File: src/rtl/clb_cfg_pkg.sv
// Shared types and helpers for the CLB configuration loader.
// Optional feature macro: CLB_CFG_PARITY_EN (adds a per-frame even-parity bit).
package clb_cfg_pkg;

    typedef enum logic {
        CFG_LOAD = 1'b0,
        CFG_DONE = 1'b1
    } cfg_state_t;

    // Position inside the current BLE frame
    typedef enum logic [1:0] {
        PH_MODE   = 2'd0,
        PH_DATA   = 2'd1,
        PH_PARITY = 2'd2
    } cfg_phase_t;

    // LUT words per BLE
    function automatic int clb_depth(input int width);
        return 1 << width;
    endfunction

    // Bits per BLE frame: mode bit, all LUT words, optional parity bit
    function automatic int frame_bits(input int width, input bit parity);
        return 1 + clb_depth(width) * width + (parity ? 1 : 0);
    endfunction

endpackage

File: src/rtl/clb_cfg_loader_deser.sv
// Word deserialiser: collects CLB_WIDTH scan bits MSB-first and flags the
// cycle on which the final bit of a word arrives.
module cfg_deser
    import clb_cfg_pkg::*;
#(
    parameter int CLB_WIDTH = 4
) (
    input  logic                 clk,
    input  logic                 rst_n,
    input  logic                 shift_en,
    input  logic                 bit_in,
    output logic [CLB_WIDTH-1:0] word,
    output logic                 word_valid
);

    localparam int CNT_W = (CLB_WIDTH > 1) ? $clog2(CLB_WIDTH) : 1;

    logic [CLB_WIDTH-1:0] shreg;
    logic [CNT_W-1:0]     bit_cnt;

    assign word       = (shreg << 1) | CLB_WIDTH'(bit_in);
    assign word_valid = shift_en && (bit_cnt == CNT_W'(CLB_WIDTH - 1));

    // Shift in one bit per accepted data cycle; counter restarts after each word
    always_ff @(posedge clk or negedge rst_n) begin
        if (!rst_n) begin
            shreg   <= '0;
            bit_cnt <= '0;
        end else if (shift_en) begin
            shreg   <= word;
            bit_cnt <= word_valid ? '0 : bit_cnt + 1'b1;
        end
    end

endmodule

File: src/rtl/clb_cfg_loader.sv
// CLB configuration front end: turns the scan chain into per-BLE LUT writes
// and mode bits, then bypasses further scan bits to the next CLB.
// Optional feature macro: CLB_CFG_PARITY_EN (frame parity bit and cfg_err).
module clb_cfg_loader
    import clb_cfg_pkg::*;
#(
    parameter int CLB_WIDTH = 4,
    parameter int CLB_NUM   = 2
) (
    input  logic                 clk,
    input  logic                 rst_n,
    input  logic                 scan_en,
    input  logic                 scan_in,
    output logic                 scan_out,
    output logic [CLB_NUM-1:0]   cfg_we,
    output logic [CLB_WIDTH-1:0] cfg_addr,
    output logic [CLB_WIDTH-1:0] cfg_data,
    output logic [CLB_NUM-1:0]   cfg_is_comb,
    output logic                 cfg_done
`ifdef CLB_CFG_PARITY_EN
    ,
    output logic                 cfg_err
`endif
);

    localparam int DEPTH = clb_depth(CLB_WIDTH);
    localparam int BLE_W = (CLB_NUM > 1) ? $clog2(CLB_NUM) : 1;

    cfg_state_t           state, state_next;
    cfg_phase_t           phase;
    logic [CLB_WIDTH-1:0] word_cnt;
    logic [BLE_W-1:0]     ble;
    logic [CLB_NUM-1:0]   ble_onehot;
    logic [CLB_WIDTH-1:0] word;
    logic                 word_valid;
    logic                 load_active;
    logic                 accept;
    logic                 data_shift;
    logic                 word_last;
    logic                 ble_last;
    logic                 frame_end;
`ifdef CLB_CFG_PARITY_EN
    logic                 par_acc;
`endif

    assign accept     = scan_en && load_active;
    assign data_shift = accept && (phase == PH_DATA);
    assign word_last  = (word_cnt == CLB_WIDTH'(DEPTH - 1));
    assign ble_last   = (ble == BLE_W'(CLB_NUM - 1));
`ifdef CLB_CFG_PARITY_EN
    assign frame_end  = accept && (phase == PH_PARITY);
`else
    assign frame_end  = data_shift && word_valid && word_last;
`endif

    cfg_deser #(.CLB_WIDTH(CLB_WIDTH)) u_deser (
        .clk        (clk),
        .rst_n      (rst_n),
        .shift_en   (data_shift),
        .bit_in     (scan_in),
        .word       (word),
        .word_valid (word_valid)
    );

    // Decode the active BLE into its write strobe
    always_comb begin
        ble_onehot = '0;
        for (int i = 0; i < CLB_NUM; i++) begin
            if (ble == BLE_W'(i)) ble_onehot[i] = 1'b1;
        end
    end

    // State register
    always_ff @(posedge clk or negedge rst_n) begin
        if (!rst_n) state <= CFG_LOAD;
        else        state <= state_next;
    end

    // Leave LOAD once the last frame of the last BLE has been consumed
    always_comb begin
        state_next = state;
        if (state == CFG_LOAD && frame_end && ble_last) state_next = CFG_DONE;
    end

    // State-derived outputs
    always_comb begin
        load_active = (state == CFG_LOAD);
        cfg_done    = (state == CFG_DONE);
    end

    // Frame walker: mode capture, word writes, counters and parity check
    always_ff @(posedge clk or negedge rst_n) begin
        if (!rst_n) begin
            phase       <= PH_MODE;
            word_cnt    <= '0;
            ble         <= '0;
            cfg_we      <= '0;
            cfg_addr    <= '0;
            cfg_data    <= '0;
            cfg_is_comb <= '0;
`ifdef CLB_CFG_PARITY_EN
            par_acc     <= 1'b0;
            cfg_err     <= 1'b0;
`endif
        end else begin
            cfg_we <= '0;
            if (accept) begin
                case (phase)
                    PH_MODE: begin
                        cfg_is_comb[ble] <= scan_in;
                        phase            <= PH_DATA;
`ifdef CLB_CFG_PARITY_EN
                        par_acc          <= scan_in;
`endif
                    end
                    PH_DATA: begin
`ifdef CLB_CFG_PARITY_EN
                        par_acc <= par_acc ^ scan_in;
`endif
                        if (word_valid) begin
                            cfg_we   <= ble_onehot;
                            cfg_addr <= word_cnt;
                            cfg_data <= word;
                            if (word_last) begin
                                word_cnt <= '0;
`ifdef CLB_CFG_PARITY_EN
                                phase    <= PH_PARITY;
`else
                                phase    <= PH_MODE;
                                ble      <= ble_last ? '0 : ble + 1'b1;
`endif
                            end else begin
                                word_cnt <= word_cnt + 1'b1;
                            end
                        end
                    end
                    PH_PARITY: begin
`ifdef CLB_CFG_PARITY_EN
                        if (par_acc ^ scan_in) cfg_err <= 1'b1;
`endif
                        phase <= PH_MODE;
                        ble   <= ble_last ? '0 : ble + 1'b1;
                    end
                    default: phase <= PH_MODE;
                endcase
            end
        end
    end

    // Daisy-chain bypass once this CLB is configured
    always_ff @(posedge clk or negedge rst_n) begin
        if (!rst_n)                          scan_out <= 1'b0;
        else if (state == CFG_DONE && scan_en) scan_out <= scan_in;
    end

endmodule
File: config.mk
export PLATFORM = sky130hd
export DESIGN_NAME = clb_cfg_loader
export DESIGN_NICKNAME = d
export VERILOG_FILES = /design/src/rtl/clb_cfg_pkg.sv /design/src/rtl/clb_cfg_loader_deser.sv /design/src/rtl/clb_cfg_loader.sv
export SDC_FILE = /design/constraint.sdc
export NUM_CORES = 1
export LEC_CHECK = 0
export CORE_UTILIZATION = 30
export DETAILED_ROUTE_END_ITERATION = 6
export PLACE_DENSITY_LB_ADDON = 0.25
export SYNTH_ARGS = -nofsm -noshare
export SYNTH_HDL_FRONTEND = slang
export SYNTH_SLANG_ARGS = --single-unit
File: constraint.sdc
create_clock -name clk -period 1.85 [get_ports clk]
set_input_delay 0.2775 -clock clk [delete_from_list [all_inputs] [get_ports clk]]
set_output_delay 0.2775 -clock clk [all_outputs]
set_load 0.05 [all_outputs]
==> results.md, run 1 <==
- The run finished with clean final reports.
- The kind of cell with the highest combined delay along the critical path is buffers and inverters.
- The die outline width is 60.3 um.
- The count of final hold-check violations is 0.
- The power per standard cell area is 1440 nW/um^2.
- For this run, the top clock speed supported by timing is 567 MHz.
- Setup violations remaining at the end of the flow were counted as 0.
- The residual overflow from global routing is 0.
- The clock period could shrink to 1760 ps.
- The synthesized design contains 25 register bits.
- Routability-driven placement finished with a final weighted congestion of around 0.74.
- Adding up every negative setup slack in the final design gives 0 ps.
- The min-delay analysis places its worst path in the category primary input to async pin.
- The initial utilization of the core area, before any placement, comes to 32.6%.
- The number of buffer cells added on primary ports is 17.
- The analysis attributes to net switching a power of approximately 750 uW.
- The net count of the finished layout is between 100 and 150.
- The cell with the most instances after synthesis is sky130_fd_sc_hd__nand2_1.
- TritonCTS built the clock tree.
- The area of the mapped netlist is just over 1000 um^2.
- The number of enable-type register cells in the synthesized netlist is 0.
- The analysis attributes to cell leakage a power of 0.598 nW.
- TritonCTS created 3 clock buffers.
- Counting the fill cells in the layout gives about 320.
- The area added between synthesis and finish is 24.3%.
- The number of buffers inserted by post-CTS setup repair is 0.
- Counting instances in the post-synthesis netlist gives the leading cell types as sky130_fd_sc_hd__nand2_1, sky130_fd_sc_hd__dfrtp_1, sky130_fd_sc_hd__mux2_2, sky130_fd_sc_hd__nor2_1, sky130_fd_sc_hd__o21ai_1.
- The worst slack after detailed placement is 145 ps.
- The startpoint type of the worst setup path is a register.
- In the routed layout, each cell is associated on average with a via count of 4.41.
- The first-pass detailed-route iteration total is 3.
- The boundary pin count is 18.
- On the worst path, the slowest cell contributes a delay of 800 ps.
- The placeable core region is 3130 um^2.
- Dividing the final minimum period by the clock period gives 95.4%.
- The cell-internal power is 1.07 mW.
- The floorplan step set the die height to 60.3 um.
- The number of nets handed over by synthesis was 95.
- Counting every instance in the synthesized netlist gives slightly below 90.
- The final critical-path setup slack is around 85 ps.
- Global routing used 10.7% of the available tracks across all layers.
- The via count of the first global-routing pass came to between 600 and 700.
- The share of the Yosys chip area taken by registers is between 60% and 70%.
- The number of slew-limit violations in the final report is 0.
- In this run the mean area of a mapped cell was 11.4 um^2.
- The maximum fanout along the worst path is 2.
- The number of nets still failing antenna checks after routing is 0.
- The area of the die is between 3000 and 4000 um^2.
- Entering global routing, the biggest net connects 26 pins.
- After floorplanning, the core was divided into 20 placement rows.
- IR analysis of the VDD net gives a maximum drop of 0.464 mV.
- The pin slew with the least headroom to its limit is 498 ps.
- The final worst hold slack is 310 ps.
- The post-cts sizing count is 0.
- The post-route netlist has 15.5% of its cells at a drive strength greater than 1.
- The clock tree root buffer cell is sky130_fd_sc_hd__clkbuf_4.
- The clock input transition at the sequential cells of the worst setup and hold paths is 130 ps.
- The antenna cell count is 0.
- Net switching is 41.3% of the power.
- The data required time at the worst endpoint is 1570 ps.
- The routed layout has 679 vias.
- The critical path is of the register to output pin type.
- The largest area contributor in the netlist is sky130_fd_sc_hd__dfrtp_1.
- The number of different library cells used by synthesis comes to 22.
- The clock sink count is 25.
- Together, buffers and inverters on the worst path number 1.
- The count of placed standard cells including taps is 150.
- The part of the total power dissipated in sequential elements is 44.9%.
- The initial antenna violation count is 0.
- The instance area after placement is ~1200 um^2.
- The detailed router finished its first iteration with 11 violations.
- The clock insertion delay at the later pin of the skew report is 310 ps.
- Counting along the longest clock path gives a buffer depth of 2.
- The worst pin sits at a relative slew slack of 66.7%.
- Combinational cells account for between 40% and 50% of the total power.
- On the final layout, the worst clock skew is 8.65 ps.
- In the post-synthesis netlist, the biggest area contributors are sky130_fd_sc_hd__dfrtp_1, sky130_fd_sc_hd__nand2_1, sky130_fd_sc_hd__mux2_2, sky130_fd_sc_hd__ha_1, sky130_fd_sc_hd__nor2_1.
- Across the run, the number of max-cap violations was 0.
- The number of hold buffers added after cts is 0.
- The top flip-flop cell by instance count after synthesis is sky130_fd_sc_hd__dfrtp_1.
- In the synthesized netlist the async set-or-reset flop fraction comes to between 90% and 100%.
- The Yosys step of the flow raised 0 warnings.
- The final non-filler cell area is 1270 um^2.
- The wire length per cell is ~11 um.
- The critical path goes through clkdlybuf4s50_1.
- The final cell count without fillers is 154.
- The share of power burned in the clock network is 12.8%.
- The H-tree depth reported by CTS is 1.
- The slowest stage of the critical path belongs to the cell sky130_fd_sc_hd__clkdlybuf4s50_1.
- Data on the critical path arrives at its endpoint at 1490 ps.
- After detailed routing, the total wire length is between 1500 and 2000 um.
- The wire length of the first global-routing pass is 2900 um.
- The share of the synthesized area in the top cell type is 61.4%.
- Setup repair after global routing left no endpoint under its margin.
- The register-to-register setup slack is 470 ps.
- The residual DRC count is 0.
- STA classifies the critical path endpoint as an output pin.
==> final cells by class <==
type | instances | area, um^2 | share of cell area [%]
sequential | 25 | 626 | 49.4
inverter | 1 | 3.75 | 0.296
multi-input combinational | 61 | 373 | 29.4
tap | 44 | 55.1 | 4.35
clock buffer | 4 | 26.3 | 2.08
timing repair buffer | 19 | 183 | 14.4
==> path summary, 6_finish.rpt <==
check	from	depth (start not counted)	endpoint
setup / recovery	cfg_data[0]$_DFFE_PN0P_	1	cfg_data[0]
hold / removal	rst_n	2	cfg_addr[0]$_DFFE_PN0P_
setup reg to reg	u_deser.bit_cnt[0]$_DFFE_PN0P_	4	cfg_done$_DFFE_PN0P_
hold reg to reg	cfg_addr[3]$_DFFE_PN0P_	2	cfg_addr[3]$_DFFE_PN0P_
max in group asynchronous	rst_n	2	cfg_data[1]$_DFFE_PN0P_
min in group clk	cfg_addr[3]$_DFFE_PN0P_	2	cfg_addr[3]$_DFFE_PN0P_
==> logic make-up (layout without fill, tap and decap cells) <==
logic type / count (synthesis) / count (layout) / share of synthesized area, %
adder cells (fa/ha/maj): 2 / 2 / 2.46
flip-flops: 25 / 25 / 61.4
AND/OR/NAND/NOR: 43 / 43 / 19.9
multiplexers: 8 / 8 / 8.85
XOR/XNOR: 2 / 2 / 1.72
buffers and inverters: 3 / 24 / 1.96
AO/OA/AOI/OAI: 6 / 6 / 3.68
==> per-layer routing <==
layer	vias to the layer above	track usage, %	share of wire [%]
met5	-	0	0
met1	323	13.1	47
met2	15	18.1	48
met3	2	3.90	4.5
li1	339	-	-
met4	0	1.99	0.78
==> cells in the final DEF, fill, tap and decap left out, types with 2 or more instances in the layout <==
cell,instances
sky130_fd_sc_hd__clkbuf_4,3
sky130_fd_sc_hd__dfrtp_1,25
sky130_fd_sc_hd__nor2_1,5
sky130_fd_sc_hd__nand2_1,30
sky130_fd_sc_hd__o21ai_1,3
sky130_fd_sc_hd__mux2_2,8
sky130_fd_sc_hd__ha_1,2
sky130_fd_sc_hd__buf_4,3
sky130_fd_sc_hd__clkdlybuf4s50_1,16
==> power by group through the flow <==
stage,clock [mW],combinational (mW),sequential (mW)
after CTS,0.252,0.783,0.819
final,0.234,0.770,0.817
after global routing,0.271,0.832,0.846
after detailed placement,0,0.781,0.830
after floorplan,0,0.258,1.11
after global placement,0,0.774,0.825
==> flip-flops by register name (all words and copies together), names as in the netlist, 2 cells and up <==
signal           flops
cfg_addr             4
cfg_data             4
cfg_is_comb          2
cfg_we               2
u_deser.bit_cnt      2
u_deser.shreg        3
word_cnt             4
==> through the flow <==
| stage | total power, mW | utilization [%] |
|---|---|---|
| 2_1_floorplan | 1.36 | - |
| 5_1_grt | 1.95 | 40.5 |
| 4_1_cts | 1.85 | 40.5 |
| 3_3_place_gp | 1.60 | 39.6 |
| 3_5_place_dp | 1.61 | 39.6 |
| 6_report | 1.82 | 40.5 |
No activity file was read; power rests on OpenSTA's default activity.
==> run 2: changes to the inputs <==
--- a/config.mk
+++ b/config.mk
@@ -6,8 +6,10 @@
 export NUM_CORES = 1
 export LEC_CHECK = 0
 export CORE_UTILIZATION = 30
+export CTS_BUF_LIST = sky130_fd_sc_hd__clkbuf_4 sky130_fd_sc_hd__clkbuf_8
 export DETAILED_ROUTE_END_ITERATION = 6
 export PLACE_DENSITY_LB_ADDON = 0.25
+export RECOVER_POWER = 25
 export SYNTH_ARGS = -nofsm -noshare
 export SYNTH_HDL_FRONTEND = slang
 export SYNTH_SLANG_ARGS = --single-unit
==> results.md, run 2 (synthesis gave the netlist of run 1 again) <==
- The flow ran to the end, and the final reports show no timing, DRC or antenna violations.
- Relative to the synthesized area, the layout overhead comes to 24.3%.
- TritonCTS built the clock tree.
- For this design, the CTS-stage hold fixing added 0 buffers.
- The via count of the first global-routing pass is a little under 700.
- The number of buffer cells added on primary ports is 17.
- At the end of the flow the core is filled with cells to 40.5%.
- Based on the critical path, the design can be clocked at up to between 500 and 600 MHz.
- The routability congestion estimate is 0.736.
- In this design, the stage delay of the slowest critical-path cell is ~800 ps.
- Setup repair after global routing left no endpoint under its margin.
- Summed over all cells, the static leakage comes to 0.598 nW.
- Dividing the detail-routed wire length by the instance count gives 10.7 um.
- The number of nets still failing antenna checks after routing is 0.
- The residual overflow from global routing is 0.
- The share of power burned in the clock network is between 10% and 20%.
- The cell sitting at the root of the clock tree is a sky130_fd_sc_hd__clkbuf_4.
- The fraction of the cycle the final worst path needs is 95.3%.
- For this design the total switching power over the nets is between 700 and 800 uW.
- Summing all multi-input logic gate instances after layout gives around 370 um^2.
- The wire length of the first global-routing pass is 2900 um.
- Of the total power, the share spent switching nets is 41.0%.
- The clock sink count is 25.
- The buffers plus inverters on the worst setup path is 1.
- Of all nets on the critical path, the largest fanout is 2.
- The via count normalized by instance count is 4.38.
- The depth of the most critical reg-to-reg path is 4.
- The capture point of the worst path is cfg_data[0].
- For this run, the total global-route usage over all layers was measured as a little over a tenth.
- The detailed-route wire length is 1650 um.
- Adding up every negative setup slack in the final design gives 0 ps.
- The hold path startpoint is cfg_addr[3]$_DFFE_PN0P_.
- The register-to-register setup slack is 470 ps.
- The post-cts sizing count is 0.
- After floorplanning, the core was divided into 20 placement rows.
- The area of the die is 3630 um^2.
- The time the final worst path needs with I/O delays and setup is 1760 ps.
- No sink is reached through more buffers than the 2 on the longest clock path.
- The worst max-slew margin expressed relative to the limit is 11.8%.
- The type of element capturing the critical path is an output pin.
- The worst-path cell with the longest stage delay is sky130_fd_sc_hd__clkdlybuf4s50_1.
- The clock input transition at the sequential cells of the worst setup and hold paths is 130 ps.
- At the pin with the least slew margin, the transition time is 1320 ps.
- The critical path is of the register to output pin type.
- The worst-case IR drop observed on VDD is 0.509 mV.
- Traced cell by cell, the critical path runs through clkdlybuf4s50_1.
- The library cells used most frequently in the layout, excluding fill and tap cells, are sky130_fd_sc_hd__nand2_1, sky130_fd_sc_hd__dfrtp_1, sky130_fd_sc_hd__clkdlybuf4s50_1, sky130_fd_sc_hd__mux2_2, sky130_fd_sc_hd__nor2_1.
- In this run the number of H-tree levels came out at 1.
- For the worst-skew pair, the clock arrives at the later sink with an insertion delay of 310 ps.
- The count of final hold-check violations came to 0.
- The startpoint type of the worst setup path is a register.
- The detailed router finished its first iteration with 12 violations.
- In this run the number of cells on the critical path is 1.
- The fill cell instance count of the final layout is between 300 and 400.
- The number of slew-limit violations in the final report is 0.
- The maximum number of pins on one net before global-route repair is 26.
- Setup violations remaining at the end of the flow were counted as 0.
- The total chip power is 1.83 mW.
- In this run the post-CTS setup repair buffer count came out at 0.
- Once placement finished, the instance area stood at 1240 um^2.
- In this run the power density over the cells is approximately 1400 nW/um^2.
- The initial antenna violation count is 0.
- The first TritonRoute pass finished after 3 iterations.
- The worst register-to-register path begins at u_deser.bit_cnt[0]$_DFFE_PN0P_.
- The effective utilization at floorplan is 32.6%.
- In this run the vertical extent of the chip is 60.3 um.
- The gate family responsible for the most delay along the worst path is buffers and inverters.
- The setup clock skew after layout is between 7 and 8 ps.
- 0 antenna diodes ended up in the layout.
- The number of buffers added by the clock tree synthesis step is 3.
- The die outline width is 60.3 um.
- Across the whole layout, storage elements account for 626 um^2.
- Per report_power, the combinational group accounts for 41.9% of the total.
- The core region is roughly 3100 um^2.
- The path class of the tightest hold or removal check is register to register.
- In the routed design, unresolved DRC markers number 0.
- For the worst setup path, the data required time is 1570 ps.
- The cell-internal power is ~1.1 mW.
- During I/O placement, the number of pins put on the boundary was 18.
- Data arrives at the worst endpoint at 1490 ps.
- Summing over every cut layer, the via total after detailed routing is 674.
- The reg-to-reg critical path endpoint is cfg_done$_DFFE_PN0P_.
- The most common cell after layout, fill and taps aside is sky130_fd_sc_hd__nand2_1.
- The count of maximum capacitance violations is 0.
- The part of the total power dissipated in sequential elements is 44.5%.
- The launching instance or port of the critical path is cfg_data[0]$_DFFE_PN0P_.
- Once layout is done, the placed cells without fillers occupy 1270 um^2.
- The net count of the finished layout is around 120.
- The share of final-layout standard cells stronger than drive strength 1 is between 10% and 20%.
- In the final layout, the registers with the most flip-flops are cfg_addr: 4 flops, cfg_data: 4 flops, word_cnt: 4 flops.
[run 2: final cells by class]
class                      count  area share [%]
sequential                    25            49.4
inverter                       1           0.296
clock buffer                   4            2.37
tap                           44            4.35
multi-input combinational     61            29.4
timing repair buffer          19            14.1
[run 2: worst register-to-register path, stage by stage (launching register included)]
cell,delay [ps]
sky130_fd_sc_hd__dfrtp_1,410
sky130_fd_sc_hd__ha_1,230
sky130_fd_sc_hd__and4b_4,260
sky130_fd_sc_hd__and2_4,170
sky130_fd_sc_hd__a41o_1,230
[run 2: power by group through the flow]
stage / logic [mW] / clock network, mW / registers [mW]
5_1_grt: 0.830 / 0.285 / 0.845
2_1_floorplan: 0.258 / 0 / 1.11
3_5_place_dp: 0.781 / 0 / 0.830
3_3_place_gp: 0.774 / 0 / 0.825
6_report: 0.769 / 0.248 / 0.816
4_1_cts: 0.783 / 0.267 / 0.819
[run 2: metal layers]
metal	wire length (um)	track usage [%]	vias up
met4	13	1.99	0
met2	781	18.1	15
met5	0	0	-
li1	-	-	340
met1	782	13.2	317
met3	74	3.90	2
[run 2: per-stage QoR]
step	worst slack, ps	std cells	hold WS, ps
6_report	86.4	154	487
5_1_grt	18.2	154	519
4_1_cts	60.1	154	309
3_5_place_dp	145	150	464
3_3_place_gp	205	150	457
2_1_floorplan	382	89	-18.1
[run 2: worst min path at each step]
stage | to | slack, ps | cells after the start
final | cfg_addr[3]$_DFFE_PN0P_ | 490 | 2
after global routing | cfg_addr[0]$_DFFE_PN0P_ | 520 | 2
after CTS | cfg_addr[0]$_DFFE_PN0P_ | 310 | 2
after detailed placement | cfg_data[1]$_DFFE_PN0P_ | 460 | 2
after global placement | cfg_addr[0]$_DFFE_PN0P_ | 460 | 2
after floorplan | ble$_DFFE_PN0P_ | -20 | 0
==> run 3: changes to the inputs <==
--- a/config.mk
+++ b/config.mk
@@ -8,7 +8,7 @@
 export CORE_UTILIZATION = 30
 export CTS_BUF_LIST = sky130_fd_sc_hd__clkbuf_4 sky130_fd_sc_hd__clkbuf_8
 export DETAILED_ROUTE_END_ITERATION = 6
-export PLACE_DENSITY_LB_ADDON = 0.25
+export PLACE_DENSITY = 0.55
 export RECOVER_POWER = 25
 export SYNTH_ARGS = -nofsm -noshare
 export SYNTH_HDL_FRONTEND = slang
==> results.md, run 3 (synthesis gave the netlist of run 1 again) <==
- The number of antenna diodes in the final layout is 0.
- The setup clock skew after layout is 3.01 ps.
- For this configuration, the core starts out at a cell density of around a third.
- The number of slew-limit violations in the final report came to 0.
- The maximum number of pins on one net before global-route repair is 26.
- The worst slack after detailed placement is between 150 and 200 ps.
- TritonCTS built the clock tree.
- The flow ran to the end, and the final reports show no timing, DRC or antenna violations.
- The number of DRC violations after detailed-routing iteration 0 is 25.
- The library cells used most frequently in the layout, excluding fill and tap cells, are sky130_fd_sc_hd__nand2_1, sky130_fd_sc_hd__dfrtp_1, sky130_fd_sc_hd__clkdlybuf4s50_1, sky130_fd_sc_hd__mux2_2, sky130_fd_sc_hd__nor2_1.
- After legalization and detailed placement, the total HPWL measured 1260 um.
- For the finished layout, the period the worst path requires is 1770 ps.
- VDD sags by at most 0.461 mV.
- The largest registers in the layout are cfg_addr: 4 flops, cfg_data: 4 flops, word_cnt: 4 flops.
- The share of power burned in combinational logic is between 40% and 50%.
- Once the clock tree was built, the setup fixing pass inserted 0 buffers.
- In the final design database the tool counted about 120 nets.
- The worst hold path belongs to the class register to register.
- The floorplan step defined a die boundary enclosing approximately 3600 um^2.
- The via count of the first global-routing pass was 669.
- Of the cells placed in the final design, the portion with a size suffix greater than 1 is 15.5%.
- The die is 60.3 um wide.
- The first-pass detailed-route iteration total is 4.
- The clock insertion delay at the later pin of the skew report is slightly above 300 ps.
- The share of power burned in the clock network is 13.7%.
- Power spread over the standard cell area amounts to 1460 nW/um^2.
- Summed over all failing endpoints, the final setup total negative slack is 0 ps.
- The worst pin sits at a relative slew slack of between 10% and 20%.
- The arrival time reported for the critical path endpoint is 1490 ps.
- The pin slew with the least headroom to its limit is about 1300 ps.
- For this block, the via count after detailed routing is 680.
- After global routing the overflow that remains totals 0.
- Excluding fillers, the count of instances in the completed layout stands at 154.
- The fill cell instance count of the final layout is 318.
- After layout, the worst path uses 95.7% of the clock period.
- Counting both buffers and inverters, the worst setup path holds a total of 1.
- The data required time at the worst endpoint is between 1500 and 2000 ps.
- The cell-internal power is 1.08 mW.
- The via count normalized by instance count is between 4 and 5.
- The final non-filler cell area is 1270 um^2.
- The wire length per cell is about 11 um.
- On the critical path, the stage with the largest delay is an instance of sky130_fd_sc_hd__clkdlybuf4s50_1.
- The start-to-end type of the worst setup path is register to output pin.
- The longest clock path from root to sink contains 2 buffers.
- After clock tree synthesis, the repair step resized 0 gates.
- Counting the buffers created by CTS gives 3.
- STA classifies the critical path endpoint as an output pin.
- The clock sink count is 25.
- The area growth from synthesis to layout is 24.3%.
- The count of maximum capacitance violations is 0.
- The library cell used most frequently in the layout, excluding fill and tap cells, is sky130_fd_sc_hd__nand2_1.
- The count of final hold-check violations is 0.
- The residual DRC count is 0.
- The maximum fanout along the worst path is 2.
- The critical path's largest stage delay is 810 ps.
- CTS built an H-tree with a depth of 1.
- The final worst hold slack is around 500 ps.
- The clock tree root buffer cell is sky130_fd_sc_hd__clkbuf_4.
- The startpoint type of the worst setup path is a register.
- The static leakage is 0.598 nW.
- The final-report setup violation count is 0.
- Based on the critical path, the design can be clocked at up to 565 MHz.
- The final critical-path setup slack is between 70 and 80 ps.
- The initial antenna violation count is 0.
- Setup repair after global routing left no endpoint under its margin.
- At the end of routability-driven placement, the weighted congestion stood at 0.750.
- During I/O placement, the number of pins put on the boundary was 18.
- In this run the core area contains 20 standard-cell rows.
- The first global-routing pass estimated 3020 um of wire.
- The floorplan step defined a core boundary enclosing roughly 3100 um^2.
- In this run the remaining antenna-violating nets after routing total 0.
- The number of buffer cells added on primary ports is 17.
- The net switching component of the power is 764 uW.
- The gate family responsible for the most delay along the worst path is buffers and inverters.
- In this run, post-CTS hold repair placed 0 buffers.
- The switching power as a share of total power is 41.4%.
- The total global routing track utilization is 11.6%.
- Registers are responsible for between 40% and 50% of the overall power.
- Summing all placed instances gives a cell area of between 1000 and 1500 um^2.
- The die outline height is 60.3 um.
- The clock input transition at the sequential cells of the worst setup and hold paths is between 100 and 150 ps.
- The number of placed instances, taps included, is 150.
- The critical path goes through clkdlybuf4s50_1.
- The detailed-route wire length is about 1700 um.
## run 3: cell types whose count changed in the layout (fill, tap and decap cells not counted), sizes merged
cell,delta
clkdlybuf4s50,+1
dlygate4sd3,-1
## run 3: stage by stage
step | utilization [%] | total power [mW]
2_1_floorplan | - | 1.36
3_3_place_gp | 39.6 | 1.60
3_5_place_dp | 39.6 | 1.62
4_1_cts | 40.6 | 1.87
5_1_grt | 40.5 | 1.98
6_report | 40.5 | 1.85
## run 3: final cells by class
class / count / area (um^2) / area share (%)
timing repair buffer: 19 / 179 / 14.1
inverter: 1 / 3.75 / 0.296
multi-input combinational: 61 / 373 / 29.4
sequential: 25 / 626 / 49.4
clock buffer: 4 / 30.0 / 2.37
tap: 44 / 55.1 / 4.35
## run 3: final timing paths
check	start	to	slack (ps)	cells past startpoint
worst max register to register	u_deser.bit_cnt[0]$_DFFE_PN0P_	cfg_done$_DFFE_PN0P_	430	4
worst min-delay path	cfg_addr[3]$_DFFE_PN0P_	cfg_addr[3]$_DFFE_PN0P_	490	2
max in group asynchronous	rst_n	u_deser.shreg[2]$_DFFE_PN0P_	400	2
worst min register to register	cfg_addr[3]$_DFFE_PN0P_	cfg_addr[3]$_DFFE_PN0P_	490	2
worst max-delay path	cfg_data[0]$_DFFE_PN0P_	cfg_data[0]	80	1
min in group asynchronous	rst_n	cfg_done$_DFFE_PN0P_	690	2
## run 3: metal layers
layer  vias up  part of all wire [%]  routed length, um  global-route usage, %
li1        338                     -                  -                      -
met1       327                    47                806                   14.4
met2        11                    48                831                   17.9
met3         4                   2.2                 38                   2.60
met4         0                   2.9                 50                   7.97
met5         -                     0                  0                      0
## run 3: power by group through the flow
stage	Clock [mW]	Combinational (mW)	Sequential, mW
floorplan	0	0.258	1.11
global placement	0	0.771	0.825
detailed placement	0	0.782	0.834
CTS	0.264	0.784	0.822
global route	0.288	0.845	0.847
finish	0.253	0.774	0.820
